$ cat src/rtl/tnoc_local_flit_packer.sv
// Local-port network interface: packs a packet command plus payload beats into
// head/payload/tail flits on a one-hot per-VC valid/ready flit link.
module tnoc_local_flit_packer #(
    parameter int DATA_WIDTH = 32,
    parameter int ID_X_WIDTH = 3,
    parameter int ID_Y_WIDTH = 3,
    parameter int CHANNELS   = 2,
    parameter int LEN_WIDTH  = 5,
    parameter int TAG_WIDTH  = 8,
    localparam int VC_WIDTH  = (CHANNELS > 1) ? $clog2(CHANNELS) : 1
) (
    input  logic                    clk,
    input  logic                    rst,
    input  logic [ID_X_WIDTH-1:0]   i_id_x,
    input  logic [ID_Y_WIDTH-1:0]   i_id_y,
    input  logic                    i_pkt_valid,
    output logic                    o_pkt_ready,
    input  logic [ID_X_WIDTH-1:0]   i_dst_x,
    input  logic [ID_Y_WIDTH-1:0]   i_dst_y,
    input  logic [VC_WIDTH-1:0]     i_vc,
    input  logic [TAG_WIDTH-1:0]    i_tag,
    input  logic [LEN_WIDTH-1:0]    i_len,
    input  logic                    i_pay_valid,
    output logic                    o_pay_ready,
    input  logic [DATA_WIDTH-1:0]   i_pay_data,
    input  logic                    i_pay_last,
    output logic [CHANNELS-1:0]     o_flit_valid,
    input  logic [CHANNELS-1:0]     i_flit_ready,
    output logic [DATA_WIDTH+1:0]   o_flit,
    output logic                    o_err,
    output logic [15:0]             o_pkt_count
);

    localparam int HDR_WIDTH = 2*ID_X_WIDTH + 2*ID_Y_WIDTH + VC_WIDTH + TAG_WIDTH + LEN_WIDTH;

    generate
        if (HDR_WIDTH > DATA_WIDTH) begin : g_hdr_check
            $error("tnoc_local_flit_packer: header fields do not fit in DATA_WIDTH");
        end
    endgenerate

    typedef enum logic {IDLE, PAYLOAD} state_t;

    state_t                 state;
    logic [VC_WIDTH-1:0]    pkt_vc;
    logic [LEN_WIDTH-1:0]   beat_cnt;
    logic                   slot_busy;
    logic                   slot_drain;
    logic                   slot_free;
    logic                   cmd_fire;
    logic                   beat_fire;
    logic                   vc_bad;
    logic                   tail_beat;
    logic [VC_WIDTH-1:0]    accept_vc;
    logic [DATA_WIDTH-1:0]  head_data;

    function automatic logic [CHANNELS-1:0] vc_onehot(input logic [VC_WIDTH-1:0] vc);
        vc_onehot = '0;
        for (int unsigned c = 0; c < CHANNELS; c++) begin
            if (vc == VC_WIDTH'(c)) vc_onehot[c] = 1'b1;
        end
    endfunction

    // Only encodings beyond CHANNELS-1 can be out of range; skip the compare
    // when the VC field cannot express one.
    generate
        if ((2 ** VC_WIDTH) > CHANNELS) begin : g_vc_range
            assign vc_bad = (i_vc > VC_WIDTH'(CHANNELS - 1));
        end else begin : g_vc_full
            assign vc_bad = 1'b0;
        end
    endgenerate

    // Valid is one-hot, so any matching ready means the held flit leaves now.
    assign slot_busy  = |o_flit_valid;
    assign slot_drain = |(o_flit_valid & i_flit_ready);
    assign slot_free  = !slot_busy || slot_drain;

    assign o_pkt_ready = !rst && (state == IDLE)    && slot_free;
    assign o_pay_ready = !rst && (state == PAYLOAD) && slot_free;

    assign cmd_fire  = i_pkt_valid && o_pkt_ready;
    assign beat_fire = i_pay_valid && o_pay_ready;
    assign tail_beat = (beat_cnt == LEN_WIDTH'(1));
    assign accept_vc = vc_bad ? '0 : i_vc;
    assign head_data = DATA_WIDTH'({i_len, i_tag, accept_vc, i_id_y, i_id_x, i_dst_y, i_dst_x});

    always_ff @(posedge clk) begin
        if (rst) begin
            state        <= IDLE;
            o_flit_valid <= '0;
            o_flit       <= '0;
            o_err        <= 1'b0;
            o_pkt_count  <= '0;
            beat_cnt     <= '0;
            pkt_vc       <= '0;
        end else begin
            if (slot_drain) begin
                o_flit_valid <= '0;
                if (o_flit[DATA_WIDTH]) o_pkt_count <= o_pkt_count + 16'd1;
            end
            unique case (state)
                IDLE: begin
                    if (cmd_fire) begin
                        o_flit_valid <= vc_onehot(accept_vc);
                        o_flit       <= {1'b1, (i_len == '0), head_data};
                        pkt_vc       <= accept_vc;
                        beat_cnt     <= i_len;
                        if (vc_bad) o_err <= 1'b1;
                        if (i_len != '0) state <= PAYLOAD;
                    end
                end
                PAYLOAD: begin
                    if (beat_fire) begin
                        o_flit_valid <= vc_onehot(pkt_vc);
                        o_flit       <= {1'b0, tail_beat, i_pay_data};
                        beat_cnt     <= beat_cnt - 1'b1;
                        if (i_pay_last != tail_beat) o_err <= 1'b1;
                        if (tail_beat) state <= IDLE;
                    end
                end
                default: state <= IDLE;
            endcase
        end
    end

endmodule

$ cat config.mk
export PLATFORM = sky130hd
export DESIGN_NAME = tnoc_local_flit_packer
export DESIGN_NICKNAME = d
export VERILOG_FILES = /design/src/rtl/tnoc_local_flit_packer.sv
export SDC_FILE = /design/constraint.sdc
export NUM_CORES = 1
export LEC_CHECK = 0
export CORE_MARGIN = 2
export CORE_UTILIZATION = 38
export DETAILED_ROUTE_END_ITERATION = 6
export PLACE_DENSITY_LB_ADDON = 0.05
export SLEW_MARGIN = 20
export SYNTH_ARGS = -nofsm -noshare
export SYNTH_HDL_FRONTEND = slang
export SYNTH_SLANG_ARGS = --single-unit
$ cat constraint.sdc
create_clock -name clk -period 1.7 [get_ports clk]
set_input_delay 0.34 -clock clk [delete_from_list [all_inputs] [get_ports clk]]
set_output_delay 0.34 -clock clk [all_outputs]
set_load 0.02 [all_outputs]
* After elaboration in Yosys (flattened, before gate mapping)
Cells that the tools add are included.
** Storage, ports and cells
- Bits in registers :: 60
- Bits in latches :: 0
- Bits in writable memories :: 0
- Bits in read-only memories :: 0
- Bits of input ports :: 65
- Output and inout bits :: 55
- Logic and storage cells :: 55
- Memories :: 0
** Cells by class
- Add/sub/neg operators :: 2
- Multipliers :: 0
- Div/mod/pow operators :: 0
- $lt $le $gt $ge :: 0
- Equal/unequal tests :: 5
- Shift operators :: 0
- Mux-type cells :: 22
- Bitwise operators :: 2
- Reductions and logical operators :: 17
** Operator list (count)
- $mux 34 :: 2
- $pmux 34 s2 :: 1
- $add 16x1->16 const B :: 1
- $mux 1 :: 11
- $mux 5 :: 2
- $pmux 5 s2 :: 1
- $logic_and 1x1->1 :: 6
- $mux 2 :: 3
- $reduce_and 2->1 :: 3
- $eq 5x1->1 const B :: 1
- $logic_not 5->1 :: 1
- $reduce_bool 5->1 :: 1
- $sub 5x1->5 const B :: 1
- $ne 2x1->1 const B :: 2
- $pmux 2 s2 :: 1
- $reduce_or 2->1 :: 2
- $reduce_and 3->1 :: 1
- $and 2x2->2 :: 1
- $logic_not 1->1 :: 2
- $ne 2x2->1 const B :: 1
- $pmux 1 s2 :: 1
- $logic_or 1x1->1 :: 1
- $ne 1x1->1 :: 1
- $not 1->1 :: 1

* Depth between registers and ports, before layout
- Depth after elaboration :: 7
- Mapped depth :: 7
- Gate-level depth less buffers :: 6

* Worst setup path before layout
No wires, ideal clock.
- Path type :: register to output
- Start :: register o_flit_valid[0]
- End :: output port o_pkt_ready
- Data arrival time :: 1488 ps
- Data required time :: 1360 ps
- Setup slack :: -128 ps
- Stages on the path, launching flop included :: 5
- Buffers on the path :: 1
- Cells stage by stage :: dfxtp_1 a22o_1 buf_2 o21a_1 nor2b_1
** On the way
- Longest elaborated chain between the ends :: 4
- Elaborated cells between the ends (all ways) :: 6
- Classes of those cells :: 1 x bitwise; 5 x reduce/logical
** Ends and longest elaborated chain
- start, declared :: RTL line 27 : output logic [CHANNELS-1:0] o_flit_valid,
- start signal, assigned :: RTL line 105 : o_flit_valid <= vc_onehot(accept_vc);
- start signal, assigned :: RTL line 115 : o_flit_valid <= vc_onehot(pkt_vc);
- $and 2x2->2 or $reduce_or 2->1 (tied branches) :: RTL line 76, 75
- $reduce_or 2->1 or $logic_not 1->1 (tied branches) :: RTL line 76, 77
- $logic_or 1x1->1 * :: RTL line 77 : assign slot_free = !slot_busy || slot_drain;
- $logic_and 1x1->1 * :: RTL line 79 : assign o_pkt_ready = !rst && (state == IDLE) && slot_free;
- end, declared :: RTL line 17 : output logic o_pkt_ready,
Mark *: on every way between the ends. The rest lies on a longest branch, timed or not.

* Worst setup path in the final report
- Start :: register o_flit_valid[0]
- End :: output port o_pay_ready
** On the way
- Longest elaborated chain between the ends :: 4
- Elaborated cells between the ends (all ways) :: 6
- Classes of those cells :: 1 x bitwise; 5 x reduce/logical
** Ends and longest elaborated chain
- $and 2x2->2 or $reduce_or 2->1 (tied branches) :: RTL line 76, 75
- $reduce_or 2->1 or $logic_not 1->1 (tied branches) :: RTL line 76, 77
- $logic_or 1x1->1 * :: RTL line 77
- $logic_and 1x1->1 * :: RTL line 80 : assign o_pay_ready = !rst && (state == PAYLOAD) && slot_free;
- end, declared :: RTL line 24 : output logic o_pay_ready,
Marked as above.

==> flow_metrics.env <==
export IMPL_status="finished, violations left"
export IMPL_failed_checks="setup timing"
export IMPL_max_stage_delay_ps=330
export IMPL_power_clock_fraction_pct=35.0
export IMPL_vias=2746
export IMPL_cts_buffers=9
export IMPL_syn_inst=315
export IMPL_io_pins=120
export IMPL_worstPathRequired_ps=1360
export IMPL_cts_hold_buf=0
export IMPL_peakVddDrop_mv=0.446
export IMPL_worst_setup_path_start_kind="flop"
export IMPL_finalWorstSetupSlack_ps=-40.7
export IMPL_diodes=0
export IMPL_p_sw_share_pct=26.9
export IMPL_initial_core_util_pct=38.8
export IMPL_wl_um=7030
export IMPL_gp_congestion=0.760
export IMPL_syn_mean_instance_area_um2=8.79
export IMPL_fin_skew_ps=10.9
export IMPL_grt_pass1_vias=2561
export IMPL_final_max_slew_violation_count=0
export IMPL_grt_overflow_total=0
export IMPL_synth_main_ff_cell="dfxtp_1"
export IMPL_yosysTopAreaCell="dfxtp_1"
export IMPL_p_leak_uw=0.00175
export IMPL_first_iter_violations=124
export IMPL_area_growth_pct=61.8
export IMPL_final_hold_viol_count=0
export IMPL_netlist_top_cells_area="dfxtp_1 (43%), mux2i_1 (8.0%), a211oi_1 (7.3%)"
export IMPL_synth_area_um2=2770
export IMPL_p_seq_share_pct=42.0
export IMPL_p_int_uw=2710
export IMPL_period_share_pct=102
export IMPL_final_layout_size_suffix_gt1_share_pct=15.5
export IMPL_clockBufferDepth=2
export IMPL_syn_nets=383
export IMPL_ant_nets=0
export IMPL_grt_pass1_wl_um=11400
export IMPL_hold_ws_ps=447
export IMPL_track_usage_pct=18.3
export IMPL_maxCapViolations=0
export IMPL_core_um2=7140
export IMPL_wire_per_inst_um=12.6
export IMPL_comb_power_share_pct=23.1
export IMPL_postCtsSetupRepairBufs=0
export IMPL_cts_htree_levels=3
export IMPL_powerDensity_nw_per_um2=826
export IMPL_post_route_util_pct=62.8
export IMPL_synth_yosys_warnings=0
export IMPL_worst_path_max_delay_cell="dfxtp_2"
export IMPL_drt_pre_antenna_iters=4
export IMPL_synth_edf_count=0
export IMPL_clock_latency_ps=330
export IMPL_arrival_ps=1400
export IMPL_die_y_um=89.4
export IMPL_setup_viol=2
export IMPL_max_slew_worst_pin_slew_ps=626
export IMPL_maxSlewHeadroom_pct=58.3
export IMPL_dp_cells=542
export IMPL_viasPerCell=4.92
export IMPL_fin_cells=558
export IMPL_critPathBufInv=1
export IMPL_drc=0
export IMPL_clkSlewWorstSetupHoldPaths_ps=70
export IMPL_nets=522
export IMPL_rows=31
export IMPL_final_min_clock_period_ps=1740
export IMPL_antenna_found_initial=0
export IMPL_clock_sinks=60
export IMPL_synth_distinct_cells=51
export IMPL_grt_max_degree=60
export IMPL_cts_root_buf="clkbuf_8"
export IMPL_die_w_um=89.4
export IMPL_synth_most_common_cell="dfxtp_1"
export IMPL_async_flop_share_pct=0
export IMPL_synth_seq_cells=60
export IMPL_die_area_um2=7990
export IMPL_fmax_ghz=0.574
export IMPL_end_kind="output pin"
export IMPL_cts_tree="built"
export IMPL_hpwl_um=5160
export IMPL_worstPathCellList="a22o_1 > o21a_1 > and2_4 > buf_6"
export IMPL_min_path_type="reg -> reg"
export IMPL_rsz0062_at_grt="true"
export IMPL_synth_top_area_share_pct=43.4
export IMPL_worstPathMaxFanout=3
export IMPL_seq_area_frac_synth_pct=43.4
export IMPL_path_delay_family="compound AO/OA/AOI/OAI gates"
export IMPL_port_buffers=119
export IMPL_synthTopCellsByCount="dfxtp_1 (60), nor2_1 (40), a211oi_1 (27)"
export IMPL_critPathKind="reg -> out"
export IMPL_p_switching_uw=995
-- final timing paths --
check / start / end / slack, ps / cells past startpoint
max reg2reg: o_pkt_count[5]$_SDFFE_PP0P_ / o_pkt_count[15]$_SDFFE_PP0P_ / 80 / 4
min reg2reg: o_flit[28]$_SDFFE_PP0P_ / o_flit[28]$_SDFFE_PP0P_ / 450 / 2
max: o_flit_valid[0]$_SDFF_PP0_ / o_pay_ready / -40 / 4
min: o_flit[28]$_SDFFE_PP0P_ / o_flit[28]$_SDFFE_PP0P_ / 450 / 2
-- per-layer routing --
metal	vias up	part of all wire, %	GRT usage (%)
li1	1416	-	-
met1	1229	44	22.0
met2	87	45	29.2
met3	14	8.0	6.93
met4	0	2.3	8.14
met5	-	0	0
-- layout by cell type, fill, tap and decap left out, drive strengths merged, types with 3 or more instances in the layout --
cell type	instances
nor2	40
or3	7
a211oi	27
nand3	18
clkdlybuf4s50	98
xor2	6
buf	35
or4	3
nand2	19
a21oi	20
xnor2	3
clkbuf	12
dfxtp	60
dlymetal6s2s	5
o21ai	10
inv	4
dlygate4sd2	13
and2	3
nor3	7
ha	3
nand4	5
nor2b	7
mux2i	22
-- state kept, by name (all words and copies together) (netlist names) --
name and flops:
beat_cnt 5, o_err 1, o_flit 34, o_flit_valid 2, o_pkt_count 16, pkt_vc 1, state 1
-- final cells by class --
cell class | instances | area (µm²)
Clock inverter | 4 | 47.5
Clock buffer | 12 | 155
Timing Repair Buffer | 151 | 1460
Inverter | 4 | 15.0
Tap cell | 99 | 124
Sequential cell | 60 | 1210
Multi-Input combinational cell | 228 | 1460
Fill cell | 663 | 2660
-- worst min-delay path, delay by kind of cell (launching register included) --
family / cells / cell delay, ps
AO/OA/AOI/OAI: 1 / 50
flip-flops: 1 / 310
AND/OR/NAND/NOR: 1 / 50
-- cell families (layout without fill, tap and decap cells) --
kind of cell | after synthesis | count (layout) | share of synthesized area [%]
XOR/XNOR | 9 | 9 | 2.85
flip-flops | 60 | 60 | 43.4
adder cells (fa/ha/maj) | 3 | 3 | 1.36
AND/OR/NAND/NOR | 122 | 122 | 22.3
buffers and inverters | 27 | 171 | 4.70
multiplexers | 23 | 23 | 8.36
AO/OA/AOI/OAI | 71 | 71 | 17.1
-- repair_timing --
action                     4_1_cts  5_1_grt
setup endpoints to repair       46       27
gates resized for setup         27        9
pin swaps                        2        1
-- per-stage QoR --
stage	power [µW]	TNS [ps]	setup WS [ps]	cell area, µm²
finish	3700	-60.7	-40.7	4480
detailed placement	2440	-18050	-589	4250
global route	3890	-193	-103	4480
floorplan	2000	0	37.3	2780
global placement	2430	-16740	-577	4250
CTS	3750	-105	-63.7	4450
-- power groups by stage --
stage	Combinational [µW]	Clock [µW]	Sequential, µW
2_1_floorplan	336	0	1670
3_3_place_gp	851	0	1580
3_5_place_dp	857	0	1590
4_1_cts	858	1330	1560
5_1_grt	933	1390	1570
6_report	853	1290	1550
Power figures use the tool's default switching activity.
